File: config.mk
export PLATFORM = sky130hd
export DESIGN_NAME = keccak_controller
export DESIGN_NICKNAME = d
export VERILOG_FILES = /design/src/rtl/keccak_pkg.sv /design/src/rtl/keccak_controller.sv
export SDC_FILE = /design/constraint.sdc
export NUM_CORES = 1
export LEC_CHECK = 0
export BUFFER_PORTS_ARGS = -buffer_cell sky130_fd_sc_hd__clkbuf_2
export CORE_MARGIN = 1
export CORE_UTILIZATION = 35
export CTS_BUF_LIST = sky130_fd_sc_hd__clkbuf_4 sky130_fd_sc_hd__clkbuf_8
export CTS_CLUSTER_DIAMETER = 100
export DETAILED_ROUTE_END_ITERATION = 8
export GPL_TIMING_DRIVEN = 1
export PLACE_DENSITY = 0.62
export SLEW_MARGIN = 10
export SYNTH_ARGS = -nofsm -noshare
export SYNTH_HDL_FRONTEND = slang
export SYNTH_SLANG_ARGS = --single-unit
File: constraint.sdc
create_clock -name clk -period 2.2 [get_ports clk]
set_input_delay 0.66 -clock clk [delete_from_list [all_inputs] [get_ports clk]]
set_output_delay 0.66 -clock clk [all_outputs]
set_load 0.005 [all_outputs]
File: src/rtl/keccak_pkg.sv
// Shared types and sizing for the Keccak-f[1600] sponge core.
// The controller FSM encoding and the rate/round geometry live here.
package keccak_pkg;

  localparam int unsigned W          = 64;
  localparam int unsigned RATE_WORDS = 17;
  localparam int unsigned N_ROUNDS   = 24;
  localparam int unsigned CNT_W      = $clog2(RATE_WORDS);

  typedef enum logic [2:0] {
    IDLE    = 3'd0,
    LOAD    = 3'd1,
    ABSORB  = 3'd2,
    ROUNDS  = 3'd3,
    SQ_LOAD = 3'd4,
    DRAIN   = 3'd5,
    PERMUTE = 3'd6
  } ctrl_state_t;

endpackage

File: src/rtl/keccak_controller.sv
// Sequencing FSM for the Keccak-f[1600] round datapath: header/message intake,
// 24-round permutations per block, and squeeze streaming with extra permutes.
module keccak_controller
  import keccak_pkg::*;
(
  input  logic clk,
  input  logic rst,
  input  logic in_valid,
  output logic in_ready,
  output logic out_valid,
  input  logic out_ready,
  output logic out_last,
  input  logic last_input_data,
  input  logic last_output_data,
  input  logic round_done,
  output logic control_regs_enable,
  output logic state_clear,
  output logic input_buffer_we,
  output logic absorb_enable,
  output logic round_count_en,
  output logic state_enable,
  output logic output_buffer_load,
  output logic output_buffer_shift,
  output logic busy
);

  ctrl_state_t      state;
  ctrl_state_t      state_next;
  logic [CNT_W-1:0] load_cnt;
  logic [CNT_W-1:0] sq_cnt;
  logic             last_seen;
  logic             load_full;
  logic             sq_full;

  assign load_full = (load_cnt == CNT_W'(RATE_WORDS - 1));
  assign sq_full   = (sq_cnt == CNT_W'(RATE_WORDS - 1));

  // State register
  always_ff @(posedge clk or posedge rst) begin
    if (rst) begin
      state <= IDLE;
    end else begin
      state <= state_next;
    end
  end

  // Next-state logic
  always_comb begin
    state_next = state;
    case (state)
      IDLE: begin
        if (in_valid) state_next = LOAD;
      end
      LOAD: begin
        if (in_valid && (load_full || last_input_data)) state_next = ABSORB;
      end
      ABSORB: begin
        state_next = ROUNDS;
      end
      ROUNDS: begin
        if (round_done) state_next = last_seen ? SQ_LOAD : LOAD;
      end
      SQ_LOAD: begin
        state_next = DRAIN;
      end
      DRAIN: begin
        if (out_ready) begin
          if (last_output_data) begin
            state_next = IDLE;
          end else if (sq_full) begin
            state_next = PERMUTE;
          end
        end
      end
      PERMUTE: begin
        if (round_done) state_next = SQ_LOAD;
      end
      default: begin
        state_next = IDLE;
      end
    endcase
  end

  // Strobe decode; everything is forced low while rst is held
  always_comb begin
    in_ready            = 1'b0;
    out_valid           = 1'b0;
    out_last            = 1'b0;
    control_regs_enable = 1'b0;
    state_clear         = 1'b0;
    input_buffer_we     = 1'b0;
    absorb_enable       = 1'b0;
    round_count_en      = 1'b0;
    state_enable        = 1'b0;
    output_buffer_load  = 1'b0;
    output_buffer_shift = 1'b0;
    busy                = 1'b0;
    if (!rst) begin
      busy = (state != IDLE);
      case (state)
        IDLE: begin
          in_ready            = 1'b1;
          control_regs_enable = in_valid;
          state_clear         = in_valid;
        end
        LOAD: begin
          in_ready        = 1'b1;
          input_buffer_we = in_valid;
        end
        ABSORB: begin
          absorb_enable  = 1'b1;
          state_enable   = 1'b1;
          round_count_en = 1'b1;
        end
        ROUNDS, PERMUTE: begin
          state_enable   = 1'b1;
          round_count_en = 1'b1;
        end
        SQ_LOAD: begin
          output_buffer_load = 1'b1;
        end
        DRAIN: begin
          out_valid           = 1'b1;
          out_last            = last_output_data;
          output_buffer_shift = out_ready;
        end
        default: begin
        end
      endcase
    end
  end

  // Block fill / squeeze word counters and end-of-message flag
  always_ff @(posedge clk or posedge rst) begin
    if (rst) begin
      load_cnt  <= '0;
      sq_cnt    <= '0;
      last_seen <= 1'b0;
    end else begin
      case (state)
        IDLE: begin
          if (in_valid) last_seen <= 1'b0;
        end
        LOAD: begin
          if (in_valid) begin
            if (load_full || last_input_data) begin
              load_cnt <= '0;
            end else begin
              load_cnt <= load_cnt + CNT_W'(1);
            end
            if (last_input_data) last_seen <= 1'b1;
          end
        end
        SQ_LOAD: begin
          sq_cnt <= '0;
        end
        DRAIN: begin
          if (out_ready) sq_cnt <= sq_cnt + CNT_W'(1);
        end
        default: begin
        end
      endcase
    end
  end

endmodule
==> out/results.txt, run 1 <==
average wire length per cell after detail routing = 13.3 um
maximum number of pins on one net before global-route repair = 15
iteration-0 DRC count of the detailed router = 20
slowest stage cell on the critical path = dfrtp_2
area of the core = 2570 sq um
Final Max Tran Viols = 0
top_reg_cell synth = dfrtp_1
power spent charging and discharging nets = 0.000509 W
Antenna Nets Post-Route = 0
detailed-route via count = 973
Post-Place Setup Slack = 0.138 ns
total buffers and inverters traversed by the critical path = 1
post-synth cell types = 37
insertion delay to the later sink of the worst-skew pair = 0.29 ns
Worst Tran Pin Value = 0.589 ns
syn nets = 133
proportion of power drawn by flip-flops and latches = 0.360
Worst Path Class, Setup = flop to output port
Final WS setup = 0.0874 ns
number of stages on the worst setup path = 4
number of diodes = 0
standby leakage power = 0.508 nW
First-pass DRT Iterations = 4
clock slew seen by the registers of the worst setup and hold paths = 0.10 ns
netlist area before placement = 982 sq um
number of H-tree levels = 1
share of the synthesized area in the top cell type = 0.357
synthesized instance count = 122
crit path launch type = flop
clock tree root buffer cell = clkbuf_4
switch share = 0.422
number of vias per cell = 5.72
net count reported at finish = 152
setup TNS = 0 ns
part of the power in combinational logic = 0.479
most common library cells after synthesis = 14 x dfrtp_1, 13 x inv_1, 12 x nand2_1
initial antenna violation count = 0
endpoint type of the worst setup path = output port
Pint = 0.000697 W
fill count = 283
unrepaired setup endpoints after global routing = false
cell family with most CP delay = simple AND/OR/NAND/NOR gates
I/O Buffers = 18
post-CTS repair timing setup buffer count = 0
register bit count reported by yosys = 14
final clock period utilization by the worst path = 0.960
CTS tree = yes
share of cells above drive strength 1 = 0.243
maximum operating frequency = 473 MHz
number of rows in the core area = 18
setup skew after layout = 0.0120 ns
yosys synthesis warning count = 0
data required time at the worst endpoint = 1.54 ns
# DRC = 0
register area share after synthesis = 0.357
number of enable flip-flop cells after synthesis = 0
starting density of the core = 0.383
asr flop ratio synth = 1.00
TritonCTS sink count = 14
DPL Wire Length = 1700 um
count of final hold-check violations = 0
grt ovf = 0
Max-cap violations = 0
via count of the first global-routing pass = 892
Die Y-Extent = 55.0 um
CP max FO = 8
floorplan die width = 55.0 um
Worst Reg2Reg Path Length in Cells = 5
pwr/cell area = 1040 nW/um^2
post-synthesis cell type with the largest combined area = dfrtp_1
wire length of the first global-routing pass = 3930 um
full die area = 3020 sq um
Hold Path Class = input port to async pin
ordered cell list for the critical path = nand2b_2, or2_1, nor2_1, clkbuf_2
Finish-stage setup viols = 0
Post-CTS Hold Fix Bufs = 0
# resized after CTS = 0
peak supply drop = 0.000543 V
total routing resource utilization after global routing = 0.183
worst stage delay on the critical path = 0.46 ns
max-slew headroom at the worst pin = 0.607
post-layout min period = 2.11 ns
routed wire length = 2260 um
Avg Inst Size Synth = 8.05 sq um
outcome = finished clean
Num CTS Buffers = 3
Worst EP arrival = 1.45 ns
Longest Clk Path Bufs = 2
top cells by area in the synthesized netlist = dfrtp_1 36%, ha_1 5.1%, o21ai_0 5.1%
I/O Pins = 19
most frequent cell after synthesis = dfrtp_1
Synth-to-Final Area Change = 17.6%
clock share of power = 0.161
routability cong. = 0.902
[metrics by stage]
step | total power [W] | cells | hold WS (ns) | area [sq um] | utilization
final | 0.00121 | 170 | 0.520 | 1150 | 0.450
after global routing | 0.00131 | 170 | 0.565 | 1150 | 0.450
after floorplan | 0.000834 | 122 | 0.487 | 982 | -
after detailed placement | 0.00101 | 166 | 0.540 | 1100 | 0.430
after global placement | 0.000984 | 166 | 0.540 | 1100 | 0.430
after CTS | 0.00121 | 170 | 0.513 | 1140 | 0.444
[registers in the layout (all words and copies together), names as in the netlist]
name	count
state	3
last_seen	1
sq_cnt	5
load_cnt	5
[worst paths after layout]
check,startpoint,slack [ns],end
worst max-delay path,state[2]$_DFFE_PP0P_,0.09,input_buffer_we
worst min-delay path,rst,0.52,state[2]$_DFFE_PP0P_
worst max register to register,state[0]$_DFFE_PP0P_,0.37,state[2]$_DFFE_PP0P_
worst min register to register,last_seen$_DFFE_PP0P_,0.55,last_seen$_DFFE_PP0P_
max in group asynchronous,rst,1.27,state[2]$_DFFE_PP0P_
min in group clk,last_seen$_DFFE_PP0P_,0.55,last_seen$_DFFE_PP0P_
[metal layers]
metal  wire (um)  share of wire  GRT usage  vias up
li1            -              -          -      473
met1        1060           0.47      0.239      467
met2        1110           0.49      0.301       25
met4          30          0.013     0.0667        0
met3          66          0.029     0.0328        8
met5           0              0          0        -
[layout by cell type (no fill, tap or decap), drive strengths merged, types with 4 or more instances in the layout]
cell type  instances
nand2             12
clkbuf            22
inv               13
nand2b             5
ha                 4
o21ai             10
a21oi              7
nand3              5
buf                5
nor3               5
dfrtp             14
[area by class of cell]
cell class,count,area [sq um],share of cell area
multi-input combinational,86,553,0.479
sequential,14,352,0.304
tap,30,37.5,0.0325
clock buffer,4,36.3,0.0314
inverter,13,48.8,0.0423
timing repair buffer,23,128,0.111
[power groups by stage]
stage          Sequential [W]  Clock, W  Combinational (W)
6_report             0.000434  0.000194           0.000577
3_3_place_gp         0.000437         0           0.000547
2_1_floorplan        0.000417         0           0.000417
3_5_place_dp         0.000439         0           0.000569
5_1_grt              0.000447  0.000214           0.000646
4_1_cts              0.000434  0.000203           0.000573
[cell families after synthesis]
logic type,count (synthesis),share of synthesized area
AND/OR/NAND/NOR,47,0.266
AO/OA/AOI/OAI,34,0.220
buffers and inverters,22,0.0943
flip-flops,14,0.357
adder cells (fa/ha/maj),4,0.0510
multiplexers,1,0.0115
No activity file was read; power rests on OpenSTA's default activity.
==> run 2: changes to the inputs <==
--- a/config.mk
+++ b/config.mk
@@ -5,7 +5,7 @@
 export SDC_FILE = /design/constraint.sdc
 export NUM_CORES = 1
 export LEC_CHECK = 0
-export BUFFER_PORTS_ARGS = -buffer_cell sky130_fd_sc_hd__clkbuf_2
+export BUFFER_PORTS_ARGS = -buffer_cell sky130_fd_sc_hd__buf_2
 export CORE_MARGIN = 1
 export CORE_UTILIZATION = 35
 export CTS_BUF_LIST = sky130_fd_sc_hd__clkbuf_4 sky130_fd_sc_hd__clkbuf_8
==> run 2 against run 1 <==
Effect of this change: clock power is 4% lower; non-clock buffer count grew 2; total power fell by 0.19%; setup slack improved by 0.011 ns; flip-flop and latch count unchanged; routed wire length fell by 0.93%; sequential power hardly changed; maximum frequency increased by 0.52%; combinational power up 0.7%.
==> out/results.txt, run 2 (synthesis gave the netlist of run 1 again) <==
insertion delay to the later sink of the worst-skew pair = 0.27 ns (-0.02 ns)
starting density of the core = 0.383 (unchanged)
post-layout min period = 2.10 ns (-0.0109 ns)
slowest stage cell on the critical path = dfrtp_2
maximum operating frequency = 476 MHz (+0.52%)
CTS tree = yes
Placed Cells = 167 (+0.60%)
ordered cell list for the critical path = nand2b_2, or2_1, nor2_1, buf_2
cell family with most CP delay = simple AND/OR/NAND/NOR gates
crit path launch type = flop
Sequential cell area = 352 sq um (unchanged)
I/O Pins = 19 (unchanged)
global-route track usage on met3 = 0.0628 (+0.0301)
Synth-to-Final Area Change = 19.1%
endpoint type of the worst setup path = output port
clock slew seen by the registers of the worst setup and hold paths = 0.09 ns (about the same)
setup TNS = 0 ns (unchanged)
total routing resource utilization after global routing = 0.182 (-0.000991)
data required time at the worst endpoint = 1.54 ns (about the same)
I/O Buffers = 18 (unchanged)
maximum number of pins on one net before global-route repair = 15 (unchanged)
outcome = finished clean
pwr/cell area = 1030 nW/um^2 (-1.5%)
routability cong. = 0.932 (+3.3%)
count of final hold-check violations = 0 (unchanged)
wire length of the first global-routing pass = 3950 um (+0.51%)
Die Y-Extent = 55.0 um (unchanged)
Longest Clk Path Bufs = 2 (unchanged)
Worst Tran Pin Value = 0.548 ns (-0.0404 ns)
Worst Path Class, Setup = flop to output port
share of cells above drive strength 1 = 0.254 (+0.0107)
max-slew headroom at the worst pin = 0.630 (+0.0224)
Antenna Nets Post-Route = 0 (unchanged)
routing layer with the top usage in global route = met2
floorplan die width = 55.0 um (unchanged)
Finish-stage setup viols = 0 (unchanged)
total buffers and inverters traversed by the critical path = 1 (unchanged)
# DRC = 0 (unchanged)
clock tree root buffer cell = clkbuf_4
area of the core = 2570 sq um (unchanged)
DPL Wire Length = 1700 um (-0.11%)
detailed-route via count = 944 (-3.0%)
Num CTS Buffers = 3 (unchanged)
fraction of met2 tracks used by global routing = 0.283 (-0.0181)
TritonCTS sink count = 14 (unchanged)
CP max FO = 7 (-1)
number of H-tree levels = 1 (unchanged)
worst stage delay on the critical path = 0.46 ns (about the same)
number of rows in the core area = 18 (unchanged)
peak supply drop = 0.000506 V (-7.0%)
full die area = 3020 sq um (unchanged)
net count reported at finish = 154 (+1.3%)
Final Max Tran Viols = 0 (unchanged)
average wire length per cell after detail routing = 13.0 um (-2.1%)
most frequent cells in the layout = 18 x buf_2, 13 x inv_1, 13 x dfrtp_1
largest registers = load_cnt: 5 flops, sq_cnt: 5 flops, state: 3 flops
First-pass DRT Iterations = 4 (unchanged)
count of non-filler cells in the finished layout = 172 (+1.2%)
total power draw = 0.00120 W (-0.19%)
placement-stage cell area = 1110 sq um (+0.68%)
Hold Path Class = input port to async pin
most common cell after layout, fill and taps aside = buf_2
initial antenna violation count = 0 (unchanged)
Max-cap violations = 0 (unchanged)
number of vias per cell = 5.49 (-4.1%)
fill count = 263 (-7.1%)
number of diodes = 0 (unchanged)
area of all placed cells without fillers = 1170 sq um (+1.3%)
setup skew after layout = 0.000684 ns (-0.0113 ns)
standby leakage power = 0.525 nW (+3.4%)
area of combinational cells with multiple inputs = 553 sq um (unchanged)
Post-CTS Hold Fix Bufs = 0 (unchanged)
iteration-0 DRC count of the detailed router = 25 (+25%)
via count of the first global-routing pass = 888 (-0.45%)
met1 Track Usage GR = 0.230 (-0.00833)
Worst EP arrival = 1.44 ns (about the same)
routed wire length = 2240 um (-0.93%)
final clock period utilization by the worst path = 0.955 (-0.00495)
grt ovf = 0 (unchanged)
## run 2: changes by cell type in the layout (fill, tap and decap cells not counted)
cell	change
buf_2	+18
clkbuf_2	-18
buf_4	+2
## run 2: power by group
group / internal, W / switching, W
registers: 0.000345 / 0.0000908
clock network: 0.000101 / 0.0000863
logic: 0.000264 / 0.000317
total: 0.000709 / 0.000494
## run 2: area by class of cell
cell class | instances | area share
inverter | 13 | 0.0417
tap | 30 | 0.0321
timing repair buffer | 25 | 0.122
multi-input combinational | 86 | 0.473
sequential | 14 | 0.301
clock buffer | 4 | 0.0310
## run 2: metal layers
| metal | vias up | share of wire |
|---|---|---|
| met5 | - | 0 |
| met4 | 0 | 0.0094 |
| met3 | 4 | 0.037 |
| met2 | 21 | 0.48 |
| met1 | 442 | 0.48 |
| li1 | 477 | - |
## run 2: final timing paths
kind                                      endpoint  slack [ns]  cells past startpoint               startpoint
hold / removal               last_seen$_DFFE_PP0P_        0.50                      2                      rst
max in group asynchronous     state[2]$_DFFE_PP0P_        1.31                      2                      rst
hold reg to reg            load_cnt[0]$_DFFE_PP0P_        0.56                      1  load_cnt[0]$_DFFE_PP0P_
setup reg to reg              state[2]$_DFFE_PP0P_        0.36                      5     state[0]$_DFFE_PP0P_
setup / recovery                   input_buffer_we         0.1                      4     state[2]$_DFFE_PP0P_
min in group clk           load_cnt[0]$_DFFE_PP0P_        0.56                      1  load_cnt[0]$_DFFE_PP0P_
## run 2: through the flow
step	hold WS, ns	worst slack, ns	util
2_1_floorplan	0.487	0.178	-
3_3_place_gp	0.542	0.218	0.433
3_5_place_dp	0.540	0.193	0.433
4_1_cts	0.515	0.0400	0.447
5_1_grt	0.550	-0.00123	0.456
6_report	0.496	0.0982	0.456
## run 2: repair_timing
| action | 4_1_cts | 5_1_grt |
|---|---|---|
| endpoints found under the setup margin | 0 | 6 |
| setup buffers | 0 | 1 |
| resized for setup | 0 | 4 |
==> run 3: changes to the inputs <==
--- a/config.mk
+++ b/config.mk
@@ -7,13 +7,13 @@
 export LEC_CHECK = 0
 export BUFFER_PORTS_ARGS = -buffer_cell sky130_fd_sc_hd__buf_2
 export CORE_MARGIN = 1
-export CORE_UTILIZATION = 35
+export CORE_UTILIZATION = 45
 export CTS_BUF_LIST = sky130_fd_sc_hd__clkbuf_4 sky130_fd_sc_hd__clkbuf_8
 export CTS_CLUSTER_DIAMETER = 100
 export DETAILED_ROUTE_END_ITERATION = 8
 export GPL_TIMING_DRIVEN = 1
-export PLACE_DENSITY = 0.62
-export SLEW_MARGIN = 10
+export PLACE_DENSITY = 0.74
+export SLEW_MARGIN = 20
 export SYNTH_ARGS = -nofsm -noshare
 export SYNTH_HDL_FRONTEND = slang
 export SYNTH_SLANG_ARGS = --single-unit
==> run 3 against run 2 <==
Effect of this change: clock skew grew 0.0032 ns; core utilization rose by 12 points; cell count shrank 2.9%; design area fell by 2.2%; flip-flop and latch count did not move; hold slack got worse by 0.014 ns; non-clock buffer count decreased by 2; routed wire length rose by 8.6%; critical path depth is the same; setup slack worse by 0.00088 ns; maximum frequency about the same; critical endpoint unchanged; register-to-register slack hardly changed.
==> out/results.txt, run 3 (synthesis gave the netlist of run 1 again) <==
peak supply drop = 0.000816 V (+61%)
total routing resource utilization after global routing = 0.229 (+0.0468)
CTS tree = yes
CP max FO = 8 (+1)
unrepaired setup endpoints after global routing = false
power spent charging and discharging nets = 0.000515 W (+4.2%)
DPL Wire Length = 1750 um (+3.3%)
fill count = 196 (-25%)
setup skew after layout = 0.00387 ns (+0.00319 ns)
Post-Place Setup Slack = 0.155 ns (-0.0381 ns)
routability cong. = 0.913 (-2.1%)
# resized after CTS = 2 (+2)
Finish-stage setup viols = 0 (unchanged)
pwr/cell area = 1060 nW/um^2 (+2.9%)
share of cells above drive strength 1 = 0.236 (-0.0178)
# DRC = 0 (unchanged)
part of the power in combinational logic = 0.466 (-0.017)
Hold Path Class = input port to async pin
full die area = 2370 sq um (-21%)
Final Hold Slack = 0.482 ns (-0.0139 ns)
crit path launch type = flop
data required time at the worst endpoint = 1.54 ns (about the same)
most frequent cells in the layout = 18 x buf_2, 13 x inv_1, 12 x nand2_1, 12 x dfrtp_1, 10 x o21ai_0
insertion delay to the later sink of the worst-skew pair = 0.29 ns (+0.02 ns)
average wire length per cell after detail routing = 14.6 um (+12%)
floorplan die width = 48.7 um (-11%)
grt ovf = 0 (unchanged)
number of rows in the core area = 16 (-2)
proportion of power drawn by flip-flops and latches = 0.374 (+0.012)
area of combinational cells with multiple inputs = 544 sq um (-1.6%)
iteration-0 DRC count of the detailed router = 30 (+20%)
standby leakage power = 0.514 nW (-2.2%)
clock share of power = 0.160 (+0.005)
Num CTS Buffers = 3 (unchanged)
area of all placed cells without fillers = 1140 sq um (-2.2%)
First-pass DRT Iterations = 4 (unchanged)
wire length of the first global-routing pass = 4200 um (+6.1%)
count of final hold-check violations = 0 (unchanged)
switch share = 0.425 (+0.0148)
total power draw = 0.00121 W (+0.56%)
final clock period utilization by the worst path = 0.956 (about the same)
Post-CTS Hold Fix Bufs = 0 (unchanged)
Longest Clk Path Bufs = 2 (unchanged)
Pint = 0.000695 W (-2.0%)
max-slew headroom at the worst pin = 0.641 (+0.0110)
number of H-tree levels = 1 (unchanged)
number of vias per cell = 5.83 (+6.3%)
clock tree root buffer cell = clkbuf_4
initial antenna violation count = 0 (unchanged)
setup TNS = 0 ns (unchanged)
maximum operating frequency = 476 MHz (about the same)
area of the core = 2000 sq um (-22%)
clock slew seen by the registers of the worst setup and hold paths = 0.09 ns (about the same)
Sequential cell area = 353 sq um (+0.36%)
starting density of the core = 0.491 (+0.108)
Max-cap violations = 0 (unchanged)
Final Max Tran Viols = 0 (unchanged)
maximum number of pins on one net before global-route repair = 15 (unchanged)
routed wire length = 2440 um (+8.6%)
via count of the first global-routing pass = 942 (+6.1%)
post-CTS repair timing setup buffer count = 0 (unchanged)
Antenna Nets Post-Route = 0 (unchanged)
Worst Tran Pin Value = 0.532 ns (-0.0163 ns)
Final WS setup = 0.0974 ns (-0.000877 ns)
I/O Buffers = 18 (unchanged)
Die Y-Extent = 48.7 um (-11%)
detailed-route via count = 974 (+3.2%)
RR Startpoint = state[2]$_DFFE_PP0P_
I/O Pins = 19 (unchanged)
placement-stage cell area = 1100 sq um (-1.0%)
Worst Path Class, Setup = flop to output port
net count reported at finish = 152 (-1.3%)
Worst EP arrival = 1.44 ns (about the same)
worst setup path startpoint = state[2]$_DFFE_PP0P_
Synth-to-Final Area Change = 16.4%
post-layout min period = 2.10 ns (+0.000877 ns)
number of diodes = 0 (unchanged)
TritonCTS sink count = 14 (unchanged)
outcome = finished clean
largest registers = load_cnt: 5 flops, sq_cnt: 5 flops, state: 3 flops
endpoint type of the worst setup path = output port
most common cell after layout, fill and taps aside = buf_2
==> run 3: cell types whose count changed in the layout (fill, tap and decap cells not counted) <==
cell | before | now
nor4_1 | 1 | 2
dfrtp_1 | 13 | 12
dfrtp_2 | 1 | 2
buf_4 | 7 | 5
nand2b_1 | 3 | 4
nand2b_2 | 2 | 1
nor4_2 | 1 | 0
==> run 3: power by group through the flow <==
stage          clock network (W)  registers [W]  logic [W]
3_3_place_gp                   0       0.000447   0.000531
5_1_grt                 0.000207       0.000463   0.000636
2_1_floorplan                  0       0.000417   0.000417
4_1_cts                 0.000198       0.000451   0.000559
3_5_place_dp                   0       0.000453   0.000551
6_report                0.000194       0.000452   0.000564
==> run 3: through the flow <==
step / instances / util
final: 167 / 0.571
after global routing: 167 / 0.571
after CTS: 167 / 0.571
after detailed placement: 163 / 0.549
after global placement: 163 / 0.549
after floorplan: 122 / -
==> run 3: worst max-delay path: stages, from the launching register on <==
cell,delay (ns)
dfrtp_2,0.48
nand2b_1,0.24
or2_1,0.25
nor2_1,0.08
buf_2,0.11
==> run 3: layout make-up <==
| cell class | count | area share |
|---|---|---|
| Clock buffer | 4 | 0.0317 |
| Inverter | 13 | 0.0427 |
| Multi-Input combinational cell | 86 | 0.476 |
| Sequential cell | 14 | 0.309 |
| Tap cell | 27 | 0.0295 |
| Timing Repair Buffer | 23 | 0.112 |
==> run 3: final timing paths <==
check	endpoint	slack (ns)	depth (start not counted)
setup / recovery	input_buffer_we	0.1	4
min in group clk	last_seen$_DFFE_PP0P_	0.54	1
setup reg to reg	state[2]$_DFFE_PP0P_	0.36	5
max in group asynchronous	state[2]$_DFFE_PP0P_	1.33	2
hold / removal	load_cnt[4]$_DFFE_PP0P_	0.48	2
hold reg to reg	last_seen$_DFFE_PP0P_	0.54	1
==> run 3: per-layer routing <==
metal / vias to the layer above / GRT usage / share of wire
met5: - / 0 / 0
met4: 0 / 0.0931 / 0.011
met3: 4 / 0.0503 / 0.061
met2: 39 / 0.382 / 0.50
met1: 459 / 0.284 / 0.43
li1: 472 / - / -
